**src/rtl/fp_mult_arb_pkg.sv**
```systemverilog
// -----------------------------------------------------------------------------
// fp_mult_arb_pkg
// Shared definitions for the fixed-point multiplier arbiter and the NISC
// decode logic that addresses its requester ports.
//   fp_req_id_t  : requester index type, wide enough for FP_REQS_MAX ports
//   FP_REQS_MAX  : largest supported requester count
//   FP_MULT_LAT  : handshake-to-response latency in cycles
//   rr_pick()    : round-robin winner search starting after 'last'
// -----------------------------------------------------------------------------
package fp_mult_arb_pkg;

  localparam int FP_REQS_MAX = 8;
  localparam int FP_MULT_LAT = 2;

  typedef logic [$clog2(FP_REQS_MAX)-1:0] fp_req_id_t;

  // Searches last+1, last+2, ... with wrap modulo FP_REQS_MAX. Callers with
  // fewer requesters zero-pad 'valid'; since the padded bits never win, the
  // visiting order of real requesters equals a search modulo their count.
  // When nothing is valid the result is 'last' and the caller ignores it.
  function automatic fp_req_id_t rr_pick(input logic [FP_REQS_MAX-1:0] valid,
                                         input fp_req_id_t             last);
    fp_req_id_t idx;
    fp_req_id_t pick;
    logic       found;
    pick  = last;
    found = 1'b0;
    for (int i = 1; i <= FP_REQS_MAX; i++) begin
      idx = last + fp_req_id_t'(i);
      if (!found && valid[idx]) begin
        pick  = idx;
        found = 1'b1;
      end
    end
    return pick;
  endfunction

endpackage

```
**src/rtl/fp_mult.sv**
```systemverilog
// -----------------------------------------------------------------------------
// fp_mult
// Combinational signed fixed-point multiplier. Result keeps the operand
// format: product bits [n+f-1:f], i.e. truncation toward minus infinity with
// wrap-around on overflow.
//   a, b : signed operands, n bits, f fractional bits
//   y    : truncated product, n bits
// -----------------------------------------------------------------------------
module fp_mult #(
  parameter int n = 8,
  parameter int f = 7
) (
  input  logic [n-1:0] a,
  input  logic [n-1:0] b,
  output logic [n-1:0] y
);

  logic signed [2*n-1:0] w_prod;
  logic                  w_unused_bits;

  assign w_prod = $signed(a) * $signed(b);
  assign y      = w_prod[n+f-1:f];

  // Bits outside the result window are deliberately discarded.
  assign w_unused_bits = ^{w_prod[2*n-1:n+f], w_prod[f-1:0]};

endmodule

```
**src/rtl/fp_mult_arb.sv**
```systemverilog
// -----------------------------------------------------------------------------
// fp_mult_arb
// Shares one fp_mult between REQS requesters. Operands are captured into S1,
// multiplied between S1 and S2, and the S2 result is returned to the
// requester that issued it. One multiply enters per cycle at most.
// Build option: FP_ARB_FIXED_PRIO_EN selects fixed lowest-index-wins priority
// instead of the default round-robin.
//   clk, n_reset : clock, asynchronous active-low reset
//   req_valid/req_ready/req_a/req_b : per-requester operand channel
//   rsp_valid/rsp_ready/rsp_data    : per-requester result channel (shared data)
//   busy         : either pipeline stage occupied
//
// Handshake: a transfer happens on a rising edge where valid and ready of the
// same channel are both high. req_ready depends combinationally on req_valid
// (at most one bit set). rsp_valid never depends on rsp_ready; once raised it
// stays high with stable rsp_data until the owner's rsp_ready is sampled high.
// -----------------------------------------------------------------------------
module fp_mult_arb
  import fp_mult_arb_pkg::*;
#(
  parameter int N    = 8,
  parameter int F    = 7,
  parameter int REQS = 4
) (
  input  logic                     clk,
  input  logic                     n_reset,
  input  logic [REQS-1:0]          req_valid,
  output logic [REQS-1:0]          req_ready,
  input  logic [REQS-1:0][N-1:0]   req_a,
  input  logic [REQS-1:0][N-1:0]   req_b,
  output logic [REQS-1:0]          rsp_valid,
  input  logic [REQS-1:0]          rsp_ready,
  output logic [N-1:0]             rsp_data,
  output logic                     busy
);

  localparam int ID_W = $clog2(REQS);

  // Pipeline state
  logic            r_s1_v;
  logic [ID_W-1:0] r_s1_id;
  logic [N-1:0]    r_s1_a;
  logic [N-1:0]    r_s1_b;
  logic            r_s2_v;
  logic [ID_W-1:0] r_s2_id;
  logic [N-1:0]    r_s2_data;

  logic            w_s2_hold;
  logic            w_s1_adv;
  logic            w_s1_free;
  logic            w_any_valid;
  logic            w_grant;
  logic [ID_W-1:0] w_grant_id;
  logic [N-1:0]    w_mult_y;

  // Stall chain: S2 holds until its owner accepts; S1 moves when S2 does not
  // hold, which lets retire, advance and a new grant share one cycle.
  assign w_s2_hold   = r_s2_v & ~rsp_ready[r_s2_id];
  assign w_s1_adv    = r_s1_v & ~w_s2_hold;
  assign w_s1_free   = ~r_s1_v | w_s1_adv;
  assign w_any_valid = |req_valid;
  // Gated by n_reset so no requester sees ready while reset is asserted.
  assign w_grant     = n_reset & w_s1_free & w_any_valid;

`ifdef FP_ARB_FIXED_PRIO_EN
  // Fixed priority: lowest index wins; no rotation state exists in this build.
  always_comb begin
    w_grant_id = '0;
    for (int i = REQS - 1; i >= 0; i--) begin
      if (req_valid[i]) w_grant_id = ID_W'(i);
    end
  end
`else
  logic [ID_W-1:0] r_last_id;

  assign w_grant_id = ID_W'(rr_pick(FP_REQS_MAX'(req_valid), fp_req_id_t'(r_last_id)));

  // Reset to REQS-1 so that requester 0 is searched first.
  always_ff @(posedge clk or negedge n_reset) begin
    if (!n_reset) begin
      r_last_id <= ID_W'(REQS - 1);
    end else if (w_grant) begin
      r_last_id <= w_grant_id;
    end
  end
`endif

  assign req_ready = w_grant ? (REQS'(1) << w_grant_id) : '0;

  // S1: operand register
  always_ff @(posedge clk or negedge n_reset) begin
    if (!n_reset) begin
      r_s1_v  <= 1'b0;
      r_s1_id <= '0;
      r_s1_a  <= '0;
      r_s1_b  <= '0;
    end else if (w_s1_free) begin
      r_s1_v <= w_any_valid;
      if (w_any_valid) begin
        r_s1_id <= w_grant_id;
        r_s1_a  <= req_a[w_grant_id];
        r_s1_b  <= req_b[w_grant_id];
      end
    end
  end

  fp_mult #(
    .n (N),
    .f (F)
  ) u_fp_mult (
    .a (r_s1_a),
    .b (r_s1_b),
    .y (w_mult_y)
  );

  // S2: result register; id and data are frozen while held.
  always_ff @(posedge clk or negedge n_reset) begin
    if (!n_reset) begin
      r_s2_v    <= 1'b0;
      r_s2_id   <= '0;
      r_s2_data <= '0;
    end else if (w_s1_adv) begin
      r_s2_v    <= 1'b1;
      r_s2_id   <= r_s1_id;
      r_s2_data <= w_mult_y;
    end else if (!w_s2_hold) begin
      r_s2_v <= 1'b0;
    end
  end

  assign rsp_valid = r_s2_v ? (REQS'(1) << r_s2_id) : '0;
  assign rsp_data  = r_s2_data;
  assign busy      = r_s1_v | r_s2_v;

endmodule

```
**config.mk**
```make
export PLATFORM = sky130hd
export DESIGN_NAME = fp_mult_arb
export DESIGN_NICKNAME = d
export VERILOG_FILES = /design/src/rtl/fp_mult_arb_pkg.sv /design/src/rtl/fp_mult.sv /design/src/rtl/fp_mult_arb.sv
export SDC_FILE = /design/constraint.sdc
export NUM_CORES = 1
export LEC_CHECK = 0
export BUFFER_PORTS_ARGS = -buffer_cell sky130_fd_sc_hd__buf_2
export CAP_MARGIN = 20
export CORE_UTILIZATION = 44
export CTS_BUF_LIST = sky130_fd_sc_hd__clkbuf_8
export DETAILED_ROUTE_END_ITERATION = 8
export PLACE_DENSITY = 0.72
export SLEW_MARGIN = 10
export SYNTH_ARGS = -nofsm -noshare
export SYNTH_HDL_FRONTEND = slang
export SYNTH_SLANG_ARGS = --single-unit
```
**constraint.sdc**
```tcl
create_clock -name clk -period 4.65 [get_ports clk]
set_clock_uncertainty 0.05 [all_clocks]
set_input_delay 0.2325 -clock clk [delete_from_list [all_inputs] [get_ports clk]]
set_output_delay 0.2325 -clock clk [all_outputs]
set_load 0.05 [all_outputs]
```
Word-level counts from Yosys, hierarchy flattened
Index checks and enable logic that the tools add are counted.

storage, ports and cells
  register bits = 32
  latch bits = 0
  bits in writable memories = 0
  memory bits (read-only) = 0
  bits of input ports = 74
  output and inout bits = 17
  word-level logic and storage cells = 95
  memories = 0

cells by class
  $add $sub $neg = 7
  multiply operators = 1
  divide/modulo/power cells = 0
  order comparisons = 10
  equal/unequal tests = 1
  shifts and indexed selects = 2
  multiplexer cells = 41
  bitwise gates (word level) = 9
  reduce and logical (&&, ||, !) cells = 16

operators by type and width
  kind                                                        count
  binary-select mux 8 bit (select 2 bit)                      2
  less-than comparator 3 x 4 -> 1 bit, second input constant  7
  binary-select mux 1 bit (select 3 bit)                      7
  two-way mux 1 bit                                           18
  two-way mux 2 bit                                           8
  two-way mux 8 bit                                           2
  multiplier 8 x 8 -> 15 bit                                  1
  adder 2 x 3 -> 3 bit, second input constant                 4
  two-way mux 4 bit                                           2
  left shift 1 x 2 -> 4 bit, first input constant             2
  logical AND 1 bit                                           7
  zero test 1 bit                                             7
  adder 2 x 2 -> 3 bit, second input constant                 2
  less-than comparator 2 x 3 -> 1 bit, second input constant  2
  AND 1 bit                                                   4
  binary-select mux 1 bit (select 2 bit)                      2
  less-than comparator 2 x 4 -> 1 bit, second input constant  1
  OR reduction 4 bit                                          1
  adder 2 x 1 -> 3 bit, second input constant                 1
  inverter 1 bit                                              3
  != test 2 x 1 -> 1 bit, second input constant               1
  OR 1 bit                                                    2
  AND reduction 2 bit                                         1

Logic depth before layout (Yosys ltp)
  depth in word-level cells = 27
  depth in mapped cells = 18
  depth with buffers taken out = 17

Modules after synthesis
A second synthesis with hierarchy kept.

second synthesis, totals
  cell total of the unflattened synthesis = 697
  area, all modules = 5574.1 µm²

modules (own cells, without submodules)
  module       times used  cells an instance  area an instance (µm²)  seq. area each (µm²)
  fp_mult_arb  1           456                3379.5                  803.3
  fp_mult      1           241                2194.6                  0.0

Worst setup path before layout
Ideal clock, no wire load.

  kind = reg-to-reg
  start point = register r_s1_b[4]
  end point = register r_s2_data[7], in the netlist rsp_data[7]
  library setup time = 0.136 ns
  arrival time = 4.248 ns
  required time = 4.464 ns
  path slack = 0.216 ns
  cell stages (with the launch flop) = 16
  path buffers = 1
  period minus slack after synthesis = 4.434 ns
  cell sequence = dfrtp_1 clkbuf_1 and2_1 fa_1 fa_1 inv_1 fa_1 fa_1 inv_1 ha_1 a21o_1 a2111oi_0 a21oi_1 a41oi_1 xnor2_1 o21ai_0

on the way
  cells in the longest elaborated chain, start to end = 1

ends and longest elaborated chain
  element                     line                RTL
  start, declared             fp_mult_arb.sv:43   logic [N-1:0] r_s1_b;
  start signal, assigned      fp_mult_arb.sv:102  r_s1_b <= req_b[w_grant_id];
  multiplier 8 x 8 -> 15 bit  fp_mult.sv:21       assign w_prod = $signed(a) * $signed(b);
  end signal, assigned        fp_mult_arb.sv:125  r_s2_data <= w_mult_y;
  end, declared               fp_mult_arb.sv:46   logic [N-1:0] r_s2_data;

No other way between the ends.
A chain may end at the register's enable or synchronous reset.

Final worst setup path
  start point = register r_s1_b[7]
  end point = register r_s2_data[7], in the netlist rsp_data[7]

Same word-level chain as after synthesis.

==> metrics.cfg <==
[drt]
num_vias = 3895
vias_per_cell = 5.34
drt_iter0_markers = 251
wl_mm = 11.2
drc = 0
drtAntennaViolNets = 0
wl_per_cell_um = 15.4
first_pass_iters = 6

[synthesis]
synth_area_leaders = fa_1 (22%), dfrtp_1 (16%), ha_1 (7.4%), inv_1 (5.8%), and2_1 (4.8%)
synth_area_leader_cell = fa_1
synthFlopType = dfrtp_1
syn_nets = 665
syn_avg_cell_area_um2 = 8.92
synth_area_um2 = 4590
synth_cell_types = 56
ys_ff_latch = 32
syn_inst = 514
synth_top_area_share_pct = 21.8
synth_edf_count = 0
ys_seq_area_share_pct = 17.5
synth_async_sr_flop_share_pct = 100
yosys_warnings = 0

[sta]
relSlewSlack_pct = 36.1
setup_viol = 0
final-hold-violation-count = 0
worst_slew_pin_slew_ps = 958
fin_crit_sh_pct = 95.2
drv_slew = 0
finalCriticalPeriod_ps = 4420
fin_hold_ws_ps = 233
fmax_mhz = 226

[clock_network]
worstSkewPairLatency_ps = 290
cts.path.max_buffers = 2
h-tree-depth = 2
clkSlewWorstSetupHoldPaths_ps = 70
numCtsBuffers = 5
tritoncts = yes
cts-root-buf = clkbuf_8
cts_sinks = 32

[global_routing]
grt_use_total_pct = 21.8
grt_pass1_wl_mm = 19.3
grt_util_met3_pct = 2.32
grt_max_degree = 35
grt_overflow_total = 0
grt_util_met1_pct = 29.3
antenna_found_initial = 0
grt_pass1_vias = 4103
groute.layer.met2.usage_pct = 37.1
grt.busiest_layer = met2

[placed_design]
hpwl_mm = 9.17
place_area_um2 = 5150
io_buffer_count = 90
globalplace.congestion = 0.868

[floorplan]
top_level_ports = 91
dieArea_um2 = 10800
initial_core_util_pct = 46.1
die_x_um = 104
core.rowCount = 36
die_h_um = 104
coreArea_um2 = 9950

[setup_path]
cp-start-kind = flop
reg2reg_depth = 15
rr_startpoint = r_s1_b[7]
worstPathArrival_ps = 4520
r2r_slack_ps = 230
cp_max_fo = 6
critical_path_class = flop to flop
rr_endpoint = rsp_data[7]
crit_path_end_kind = flop
required_ps = 4750

[final_layout]
mostFrequentLayoutCells = buf_2 (90), inv_1 (70), nand2_1 (55), fa_1 (48)
seq_area_um2 = 813
multi_input_area_um2 = 3420
drive_gt1_share_pct = 26.8
fillCellCount = 940
nets = 747
mostFrequentLayoutCell = buf_2
syn_to_final_growth_pct = 17.4
fin_area_um2 = 5390
antennaDiodeCount = 0

[hold_path]
hold_start = req_a[25]
holdPathStages = 3
hold_class = input pin to flop
hold_end = r_s1_a[1]

[outcome]
run_status = finished, final reports clean

[run]
cap_violations = 0

per-layer routing:
layer	part of all wire, %	routed length (um)	vias up
met5	0	0	-
li1	-	-	1918
met1	47	5300	1840
met2	46	5210	121
met4	2.1	237	0
met3	4.1	454	16
timing repair:
action | 4_1_cts | 5_1_grt
hold buffers | 1 | 0
pin swaps | 1 | 6
buffers inserted | 1 | 5
hold endpoints to repair | 30 | 0
resized for setup | 1 | 20
setup endpoints to repair | 1 | 4
synthesized netlist by cell type, types with 2 or more instances:
cell and instances:
dfrtp_1 30, o21ai_0 13, nor2_1 15, clkbuf_1 22, nor3_1 4, nor3b_1 3, mux2_2 3, buf_4 2
nor4_1 2, fa_1 50, buf_6 2, a21oi_1 13, mux4_2 2, a211oi_1 2, buf_2 8, nand2b_1 5
xnor2_1 11, nand4bb_1 2, a221oi_1 8, o21ba_2 2, buf_1 3, or2_2 3, ha_1 27, nand2_1 55
o31ai_1 17, nor2b_1 2, nand3_1 2, a221oi_2 10, a2111oi_0 17, dfstp_2 2, and3_1 35, xor2_1 6
mux2i_1 4, and2_1 35, a31oi_1 3, a21o_1 4, inv_1 71
how the worst max path moves through the flow:
stage | start | to | cells after the start
after floorplan | r_s1_b[4] | rsp_data[7] | 15
after global placement | r_s1_b[4] | rsp_data[7] | 14
after detailed placement | r_s1_b[4] | rsp_data[7] | 14
after CTS | r_s1_b[4] | rsp_data[7] | 14
after global routing | r_s1_a[7] | rsp_data[7] | 17
final | r_s1_b[7] | rsp_data[7] | 15
metrics by stage:
step	setup WS, ps	setup TNS [ps]	util (%)	instances
4_1_cts	3.71	0	52.9	724
5_1_grt	-16.8	-16.8	54.1	729
3_3_place_gp	117	0	51.7	715
3_5_place_dp	-26.9	-26.9	51.7	715
2_1_floorplan	216	0	-	514
6_report	225	0	54.1	729
final cells by class:
class                      instances  area share (%)
clock buffer                       7            1.79
timing repair buffer             112            11.5
inverter                          71            4.95
multi-input combinational        374            63.6
sequential                        32            15.1
tap                              133            3.09
worst max-delay path, cell delays in order (launching register included):
cell	delay (ps)
dfrtp_2	440
inv_2	120
nor2_1	70
fa_1	520
fa_1	520
fa_1	550
inv_1	50
fa_1	520
inv_1	40
ha_2	380
nand3_1	90
a211o_1	280
a21oi_4	230
a41oi_2	140
xnor2_1	180
o21ai_0	90
logic make-up after synthesis:
group / count (synthesis) / synth area share [%]
AO/OA/AOI/OAI: 102 / 18.1
XOR/XNOR: 17 / 3.25
adder cells (fa/ha/maj): 77 / 29.2
buffers and inverters: 108 / 9.55
flip-flops: 32 / 17.5
multiplexers: 10 / 3.08
AND/OR/NAND/NOR: 168 / 19.3
sequential cells by signal (all words and copies together), names as in the netlist:
name       count
r_last_id      2
rsp_data       8
r_s1_b         8
r_s2_id        2
r_s1_id        2
r_s2_v         1
r_s1_a         8
r_s1_v         1
Power is not shown: default switching activity piles up to over one toggle a cycle in this logic, so the estimate is an artifact.
